### config.mk
export PLATFORM = sky130hd
export DESIGN_NAME = tx_fifo_mgnt_flat
export DESIGN_NICKNAME = d
export VERILOG_FILES = /design/src/rtl/tx_fifo_mgnt_if.sv /design/src/rtl/tx_fifo_mgnt.sv /design/src/flat_wrapper.sv
export SDC_FILE = /design/constraint.sdc
export NUM_CORES = 2
export LEC_CHECK = 0
export BUFFER_PORTS_ARGS = -buffer_cell sky130_fd_sc_hd__buf_2
export CAP_MARGIN = 20
export CORE_UTILIZATION = 35
export CTS_BUF_LIST = sky130_fd_sc_hd__clkbuf_16
export CTS_CLUSTER_SIZE = 24
export DETAILED_ROUTE_END_ITERATION = 8
export PLACE_DENSITY_LB_ADDON = 0.15
export SLEW_MARGIN = 40
export SYNTH_ARGS = -nofsm -noshare
export SYNTH_HDL_FRONTEND = slang
export SYNTH_SLANG_ARGS = --single-unit
### constraint.sdc
create_clock -name txclk -period 18.05 [get_ports txclk]
set_clock_uncertainty 0.2 [all_clocks]
set_input_delay 0.9025 -clock txclk [delete_from_list [all_inputs] [get_ports txclk]]
set_output_delay 0.9025 -clock txclk [all_outputs]
set_load 0.005 [all_outputs]
### src/rtl/tx_fifo_mgnt_if.sv
// rtl/tx_fifo_mgnt_if.sv - client write and engine read signals of the tx FIFO manager
interface tx_fifo_mgnt_if;
   // client write side
   logic [63:0] tx_data;
   logic [7:0]  tx_data_valid;
   logic        tx_eof;
   logic        tx_fifo_afull;
   logic        tx_frame_dropped;
   // engine read side
   logic        tx_rd_en;
   logic [63:0] txd64;
   logic [7:0]  txc_fifo;
   logic        txd_eof;
   logic        txd_valid;
   logic        frame_avail;
   logic        fifo_empty;

   modport master (
      output tx_data, tx_data_valid, tx_eof, tx_rd_en,
      input  tx_fifo_afull, tx_frame_dropped, txd64, txc_fifo, txd_eof,
             txd_valid, frame_avail, fifo_empty
   );

   modport slave (
      input  tx_data, tx_data_valid, tx_eof, tx_rd_en,
      output tx_fifo_afull, tx_frame_dropped, txd64, txc_fifo, txd_eof,
             txd_valid, frame_avail, fifo_empty
   );
endinterface

### src/rtl/tx_fifo_mgnt.sv
// rtl/tx_fifo_mgnt.sv - transmit frame FIFO with commit-on-eof and whole-frame drop on overflow
module tx_fifo_mgnt #(
   parameter int DEPTH_LOG2   = 5,
   parameter int AFULL_THRESH = 4
) (
   input  logic            txclk,
   input  logic            reset,
   tx_fifo_mgnt_if.slave   bus
);
   localparam int             DEPTH   = 1 << DEPTH_LOG2;
   localparam int             PW      = DEPTH_LOG2 + 1;
   localparam logic [PW-1:0]  DEPTH_P = PW'(DEPTH);
   localparam logic [PW-1:0]  AFULL_P = PW'(AFULL_THRESH);

   typedef enum logic [1:0] {W_IDLE, W_FRAME, W_DROP} wstate_t;

   // entry layout: {eof, lane mask, data}
   logic [72:0]     mem [DEPTH];

   logic [PW-1:0]   wr_ptr;
   logic [PW-1:0]   commit_ptr;
   logic [PW-1:0]   rd_ptr;
   logic [PW-1:0]   frame_cnt;
   logic [PW-1:0]   used;
   logic [PW-1:0]   free_words;
   wstate_t         wstate;
   wstate_t         wstate_nxt;
   logic            wr_strobe;
   logic            full;
   logic            do_write;
   logic            do_commit;
   logic            do_drop;
   logic            rd_ok;
   logic            rd_eof;
   logic [72:0]     rd_word;

   // occupancy counts uncommitted words too, so a frame cannot overrun unread data
   assign wr_strobe  = |bus.tx_data_valid;
   assign used       = wr_ptr - rd_ptr;
   assign full       = (used == DEPTH_P);
   assign free_words = DEPTH_P - used;
   assign rd_ok      = bus.tx_rd_en && (rd_ptr != commit_ptr);
   assign rd_word    = mem[rd_ptr[DEPTH_LOG2-1:0]];
   assign rd_eof     = rd_word[72];

   assign bus.tx_fifo_afull = (free_words <= AFULL_P);
   assign bus.fifo_empty    = (rd_ptr == commit_ptr);
   assign bus.frame_avail   = (frame_cnt != '0);

   // write FSM state register
   always_ff @(posedge txclk or negedge reset) begin
      if (!reset) wstate <= W_IDLE;
      else        wstate <= wstate_nxt;
   end

   // write FSM: decide write, commit or drop for the current client word
   always_comb begin
      wstate_nxt = wstate;
      do_write   = 1'b0;
      do_commit  = 1'b0;
      do_drop    = 1'b0;
      case (wstate)
         W_IDLE, W_FRAME: begin
            if (wr_strobe) begin
               if (full) begin
                  do_drop    = 1'b1;
                  wstate_nxt = bus.tx_eof ? W_IDLE : W_DROP;
               end else begin
                  do_write = 1'b1;
                  if (bus.tx_eof) begin
                     do_commit  = 1'b1;
                     wstate_nxt = W_IDLE;
                  end else begin
                     wstate_nxt = W_FRAME;
                  end
               end
            end
         end
         W_DROP: begin
            if (wr_strobe && bus.tx_eof) wstate_nxt = W_IDLE;
         end
         default: wstate_nxt = W_IDLE;
      endcase
   end

   // storage array; no reset needed since only committed entries are ever read
   always_ff @(posedge txclk) begin
      if (do_write) mem[wr_ptr[DEPTH_LOG2-1:0]] <= {bus.tx_eof, bus.tx_data_valid, bus.tx_data};
   end

   // write and commit pointers; a drop rolls the write pointer back to the last commit
   always_ff @(posedge txclk or negedge reset) begin
      if (!reset) begin
         wr_ptr               <= '0;
         commit_ptr           <= '0;
         bus.tx_frame_dropped <= 1'b0;
      end else begin
         if (do_drop)       wr_ptr <= commit_ptr;
         else if (do_write) wr_ptr <= wr_ptr + 1'b1;
         if (do_commit)     commit_ptr <= wr_ptr + 1'b1;
         bus.tx_frame_dropped <= do_drop;
      end
   end

   // read port: registered outputs that hold their value when no read is accepted
   always_ff @(posedge txclk or negedge reset) begin
      if (!reset) begin
         rd_ptr        <= '0;
         bus.txd64     <= '0;
         bus.txc_fifo  <= '0;
         bus.txd_eof   <= 1'b0;
         bus.txd_valid <= 1'b0;
      end else begin
         bus.txd_valid <= rd_ok;
         if (rd_ok) begin
            rd_ptr       <= rd_ptr + 1'b1;
            bus.txd64    <= rd_word[63:0];
            bus.txc_fifo <= rd_word[71:64];
            bus.txd_eof  <= rd_word[72];
         end
      end
   end

   // count of complete frames still stored
   always_ff @(posedge txclk or negedge reset) begin
      if (!reset) begin
         frame_cnt <= '0;
      end else begin
         case ({do_commit, rd_ok && rd_eof})
            2'b10:   frame_cnt <= frame_cnt + 1'b1;
            2'b01:   frame_cnt <= frame_cnt - 1'b1;
            default: frame_cnt <= frame_cnt;
         endcase
      end
   end
endmodule

### src/flat_wrapper.sv
// flat-port wrapper written by rule: the top's interface ports become plain ports
module tx_fifo_mgnt_flat 
#(
   parameter int DEPTH_LOG2   = 5,
   parameter int AFULL_THRESH = 4
)
  (txclk, reset, bus_tx_data, bus_tx_data_valid, bus_tx_eof, bus_tx_rd_en, bus_tx_fifo_afull, bus_tx_frame_dropped, bus_txd64, bus_txc_fifo, bus_txd_eof, bus_txd_valid, bus_frame_avail, bus_fifo_empty);
  tx_fifo_mgnt_if bus_i ();
  input  logic txclk;
  input  logic reset;
  input wire logic [$bits(bus_i.tx_data)-1:0] bus_tx_data;
  input wire logic [$bits(bus_i.tx_data_valid)-1:0] bus_tx_data_valid;
  input wire logic [$bits(bus_i.tx_eof)-1:0] bus_tx_eof;
  input wire logic [$bits(bus_i.tx_rd_en)-1:0] bus_tx_rd_en;
  output wire logic [$bits(bus_i.tx_fifo_afull)-1:0] bus_tx_fifo_afull;
  output wire logic [$bits(bus_i.tx_frame_dropped)-1:0] bus_tx_frame_dropped;
  output wire logic [$bits(bus_i.txd64)-1:0] bus_txd64;
  output wire logic [$bits(bus_i.txc_fifo)-1:0] bus_txc_fifo;
  output wire logic [$bits(bus_i.txd_eof)-1:0] bus_txd_eof;
  output wire logic [$bits(bus_i.txd_valid)-1:0] bus_txd_valid;
  output wire logic [$bits(bus_i.frame_avail)-1:0] bus_frame_avail;
  output wire logic [$bits(bus_i.fifo_empty)-1:0] bus_fifo_empty;
  assign bus_i.tx_data = bus_tx_data;
  assign bus_i.tx_data_valid = bus_tx_data_valid;
  assign bus_i.tx_eof = bus_tx_eof;
  assign bus_i.tx_rd_en = bus_tx_rd_en;
  assign bus_tx_fifo_afull = bus_i.tx_fifo_afull;
  assign bus_tx_frame_dropped = bus_i.tx_frame_dropped;
  assign bus_txd64 = bus_i.txd64;
  assign bus_txc_fifo = bus_i.txc_fifo;
  assign bus_txd_eof = bus_i.txd_eof;
  assign bus_txd_valid = bus_i.txd_valid;
  assign bus_frame_avail = bus_i.frame_avail;
  assign bus_fifo_empty = bus_i.fifo_empty;
  tx_fifo_mgnt #(.DEPTH_LOG2(DEPTH_LOG2), .AFULL_THRESH(AFULL_THRESH)) u_core (.txclk(txclk), .reset(reset), .bus(bus_i));
endmodule
==> impl_metrics.py <==
metrics = {
    "global_routing": {
        "grt_max_degree": 104,
        "overflow": 0,
        "grt_pass1_wl_um": 361000,
        "track_usage_pct": 19.2,
        "antenna_found_initial": 25,
        "grt_pass1_vias": 45892,
    },
    "floorplanning": {
        "core_mm2": 0.262,
        "fp-row-count": 188,
        "die_h_um": 515,
        "start_util_pct": 35.2,
        "chipWidth_um": 515,
        "dieArea_mm2": 0.266,
        "pin_count": 154,
    },
    "pwr": {
        "ir_worst_vdd_v": 0.000117,
        "powerDensity_mw_per_mm2": 165,
        "p_leak_nw": 33.7,
    },
    "synthesis": {
        "synth_cell_types": 55,
        "syn_nets": 4198,
        "synth_flop_cell": "edfxtp_1",
        "synth.avg_cell_area_um2": 22.5,
        "synth_seq_area_share_pct": 78.8,
        "syn-cell-area_mm2": 0.0922,
        "ys_ff_latch": 2437,
        "synthArstFlopShare_pct": 4.14,
        "yosys_warnings": 0,
        "synth-edff-count": 2336,
        "postSynthCellCount": 4105,
    },
    "route": {
        "vias": 44003,
        "drcViolationCount": 0,
        "ant_nets": 0,
        "wl_per_cell_um": 31.4,
        "drt_iter0_markers": 4065,
        "first_pass_iters": 6,
        "totalWireLength_um": 256000,
        "post_drt_via_cell_ratio": 5.38,
    },
    "timing": {
        "min_period_ns": 5.94,
        "rsz0062_at_grt": "no",
        "fmax_mhz": 168,
        "finalSetupViolations": 0,
        "worst_pin_slew_ns": 0.968,
        "finalMaxSlewViolations": 0,
        "fin_crit_sh_pct": 32.9,
        "finalHoldViolCount": 0,
        "tns_ns": 0,
        "slew_headroom_pct": 35.5,
    },
    "clocking": {
        "clkTransAtPathRegs_ns": 0.06,
        "cts-root-buf": "clkbuf_16",
        "clock_path_buffers": 4,
        "cts_tree": "done",
        "clk_latency_ns": 0.86,
        "cts_buffers": 275,
        "htree_levels": 5,
        "clkSinkCount": 2437,
        "post_cts.repair.setup_buffers": 0,
    },
    "critical_path": {
        "regToRegSetupSlack_ns": 12.11,
        "crit_path_frequent_cell": "buf_4",
        "slowest_stage": "nor2_4",
        "cpPeakStageDelay_ns": 0.83,
        "cp.required_ns": 18.31,
        "end_kind": "flop",
        "crit_fanout": 33,
        "startpoint_type": "flop",
        "crit_type": "flop to flop",
        "crit_path_cell_trace": "inv_1 > ha_1 > o21ai_0 > a21oi_1 > o32a_1 > a211o_2 > nand3_2 > nor2_4 > buf_4 > buf_4",
        "worst-endpoint-arrival_ns": 6.20,
        "cp_top_family": "buffers and inverters",
        "worstPathBufferInverterCount": 3,
    },
    "layout": {
        "drive_gt1_share_pct": 27.9,
        "final_cell_mix": "edfxtp_1 (2336), mux4_2 (580), clkbuf_16 (284), a22oi_1 (200), buf_2 (152)",
        "final_common_cell": "edfxtp_1",
        "postLayoutCoreUtil_pct": 40.6,
        "area_growth_pct": 15.5,
        "fillers": 23064,
        "fin_nets": 4532,
    },
    "placement": {
        "dp_hpwl_um": 140000,
        "routabilityCongestion": 0.765,
        "io_buffers": 153,
    },
    "status": {
        "status": "completed",
    },
    "run": {
        "maxCapViolCount": 0,
    },
    "worst_hold_path": {
        "hold_class": "flop to flop",
    },
}
==> timing repair <==
action | in CTS | in global routing
hold endpoints to repair | 28 | 0
hold buffers | 1 | 0
resized for setup | 0 | 0
==> logic make-up (layout without fill, tap and decap cells) <==
| family | Yosys count | in the layout | share of synthesized area, % |
|---|---|---|---|
| buffers and inverters | 248 | 790 | 1.28 |
| flip-flops | 2437 | 2437 | 78.8 |
| XOR/XNOR | 23 | 23 | 0.218 |
| multiplexers | 614 | 614 | 14.5 |
| AO/OA/AOI/OAI | 503 | 503 | 3.69 |
| AND/OR/NAND/NOR | 263 | 263 | 1.23 |
| adder cells (fa/ha/maj) | 17 | 17 | 0.247 |
| other | 0 | 10 | 0 |
==> synth_stat cells (6+ instances only) <==
library cell,n,area share (%)
mux4_2,580,14
clkbuf_1,94,0.38
mux2i_1,24,0.26
nand3_1,12,0.065
a22oi_1,200,1.6
xor2_1,8,0.076
nor2_1,99,0.40
a211oi_1,16,0.13
nand2_1,114,0.46
o21ai_0,10,0.054
nand3b_1,6,0.049
o21ai_1,53,0.29
inv_1,16,0.065
o32ai_1,16,0.15
edfxtp_1,2336,76
buf_1,32,0.13
buf_2,64,0.35
a221oi_1,7,0.066
xnor2_1,15,0.14
a21oi_1,107,0.58
buf_4,37,0.30
ha_1,15,0.20
a41oi_1,16,0.15
o22ai_1,35,0.24
dfrtp_1,101,2.7
a22o_1,16,0.15
==> layout make-up <==
class / instances / area [um^2] / area share [%]
tap: 3515 / 4400 / 4.13
sequential: 2437 / 72700 / 68.2
antenna: 10 / 25.0 / 0.0235
clock inverter: 201 / 1230 / 1.16
clock buffer: 284 / 7110 / 6.67
timing repair buffer: 288 / 2300 / 2.16
multi-input combinational: 1420 / 18700 / 17.5
inverter: 17 / 67.6 / 0.0634
==> flip-flops by register name (all words and copies together), names as in the netlist <==
name                         cells
u_core.wr_ptr                    6
u_core.rd_ptr                    6
u_core.wstate                    2
u_core.bus.txd_eof               1
u_core.bus.tx_frame_dropped      1
u_core.commit_ptr                6
u_core.bus.txd64                64
u_core.bus.txd_valid             1
u_core.bus.txc_fifo              8
u_core.mem                    2336
u_core.frame_cnt                 6
==> power breakdown <==
part           switching (mW)  internal, mW
Clock                    2.22          3.00
Combinational            3.12          1.97
Sequential              0.298          7.00
==> final timing paths <==
check	start	cells after the start	to
hold / removal	u_core.bus.txd64[42]	2	u_core.bus.txd64[42]
setup reg to reg	u_core.rd_ptr[3]	10	u_core.mem[7][49]
hold reg to reg	u_core.bus.txd64[42]	2	u_core.bus.txd64[42]
min in group asynchronous	reset	2	u_core.bus.txd64[49]
setup / recovery	u_core.rd_ptr[3]	10	u_core.mem[7][49]
max in group asynchronous	reset	4	u_core.rd_ptr[4]
==> stage by stage <==
step	hold WS [ns]	instance area [um^2]	total power, mW	setup slack [ns]	std cells
after floorplan	0.241	92200	10.5	11.72	4105
after global placement	0.266	97500	12.6	11.47	7651
after detailed placement	0.270	98000	12.6	11.41	7669
after CTS	0.286	106000	17.9	11.40	8155
after global routing	0.313	106000	18.4	11.85	8164
final	0.279	107000	17.6	12.11	8172
==> tightest hold or removal path: stages, from the launching register on <==
cell and delay, ns:
dfrtp_1 0.34, nand2_1 0.05, o21ai_1 0.06
==> per-layer routing <==
| layer | routed length (um) | vias up | track usage (%) |
|---|---|---|---|
| met4 | 7680 | 8 | 5.73 |
| met3 | 13700 | 367 | 3.30 |
| li1 | - | 18184 | - |
| met2 | 126000 | 1312 | 31.8 |
| met1 | 109000 | 24132 | 26.0 |
| met5 | 54 | - | 0 |
(Power assumes the default switching activity.)
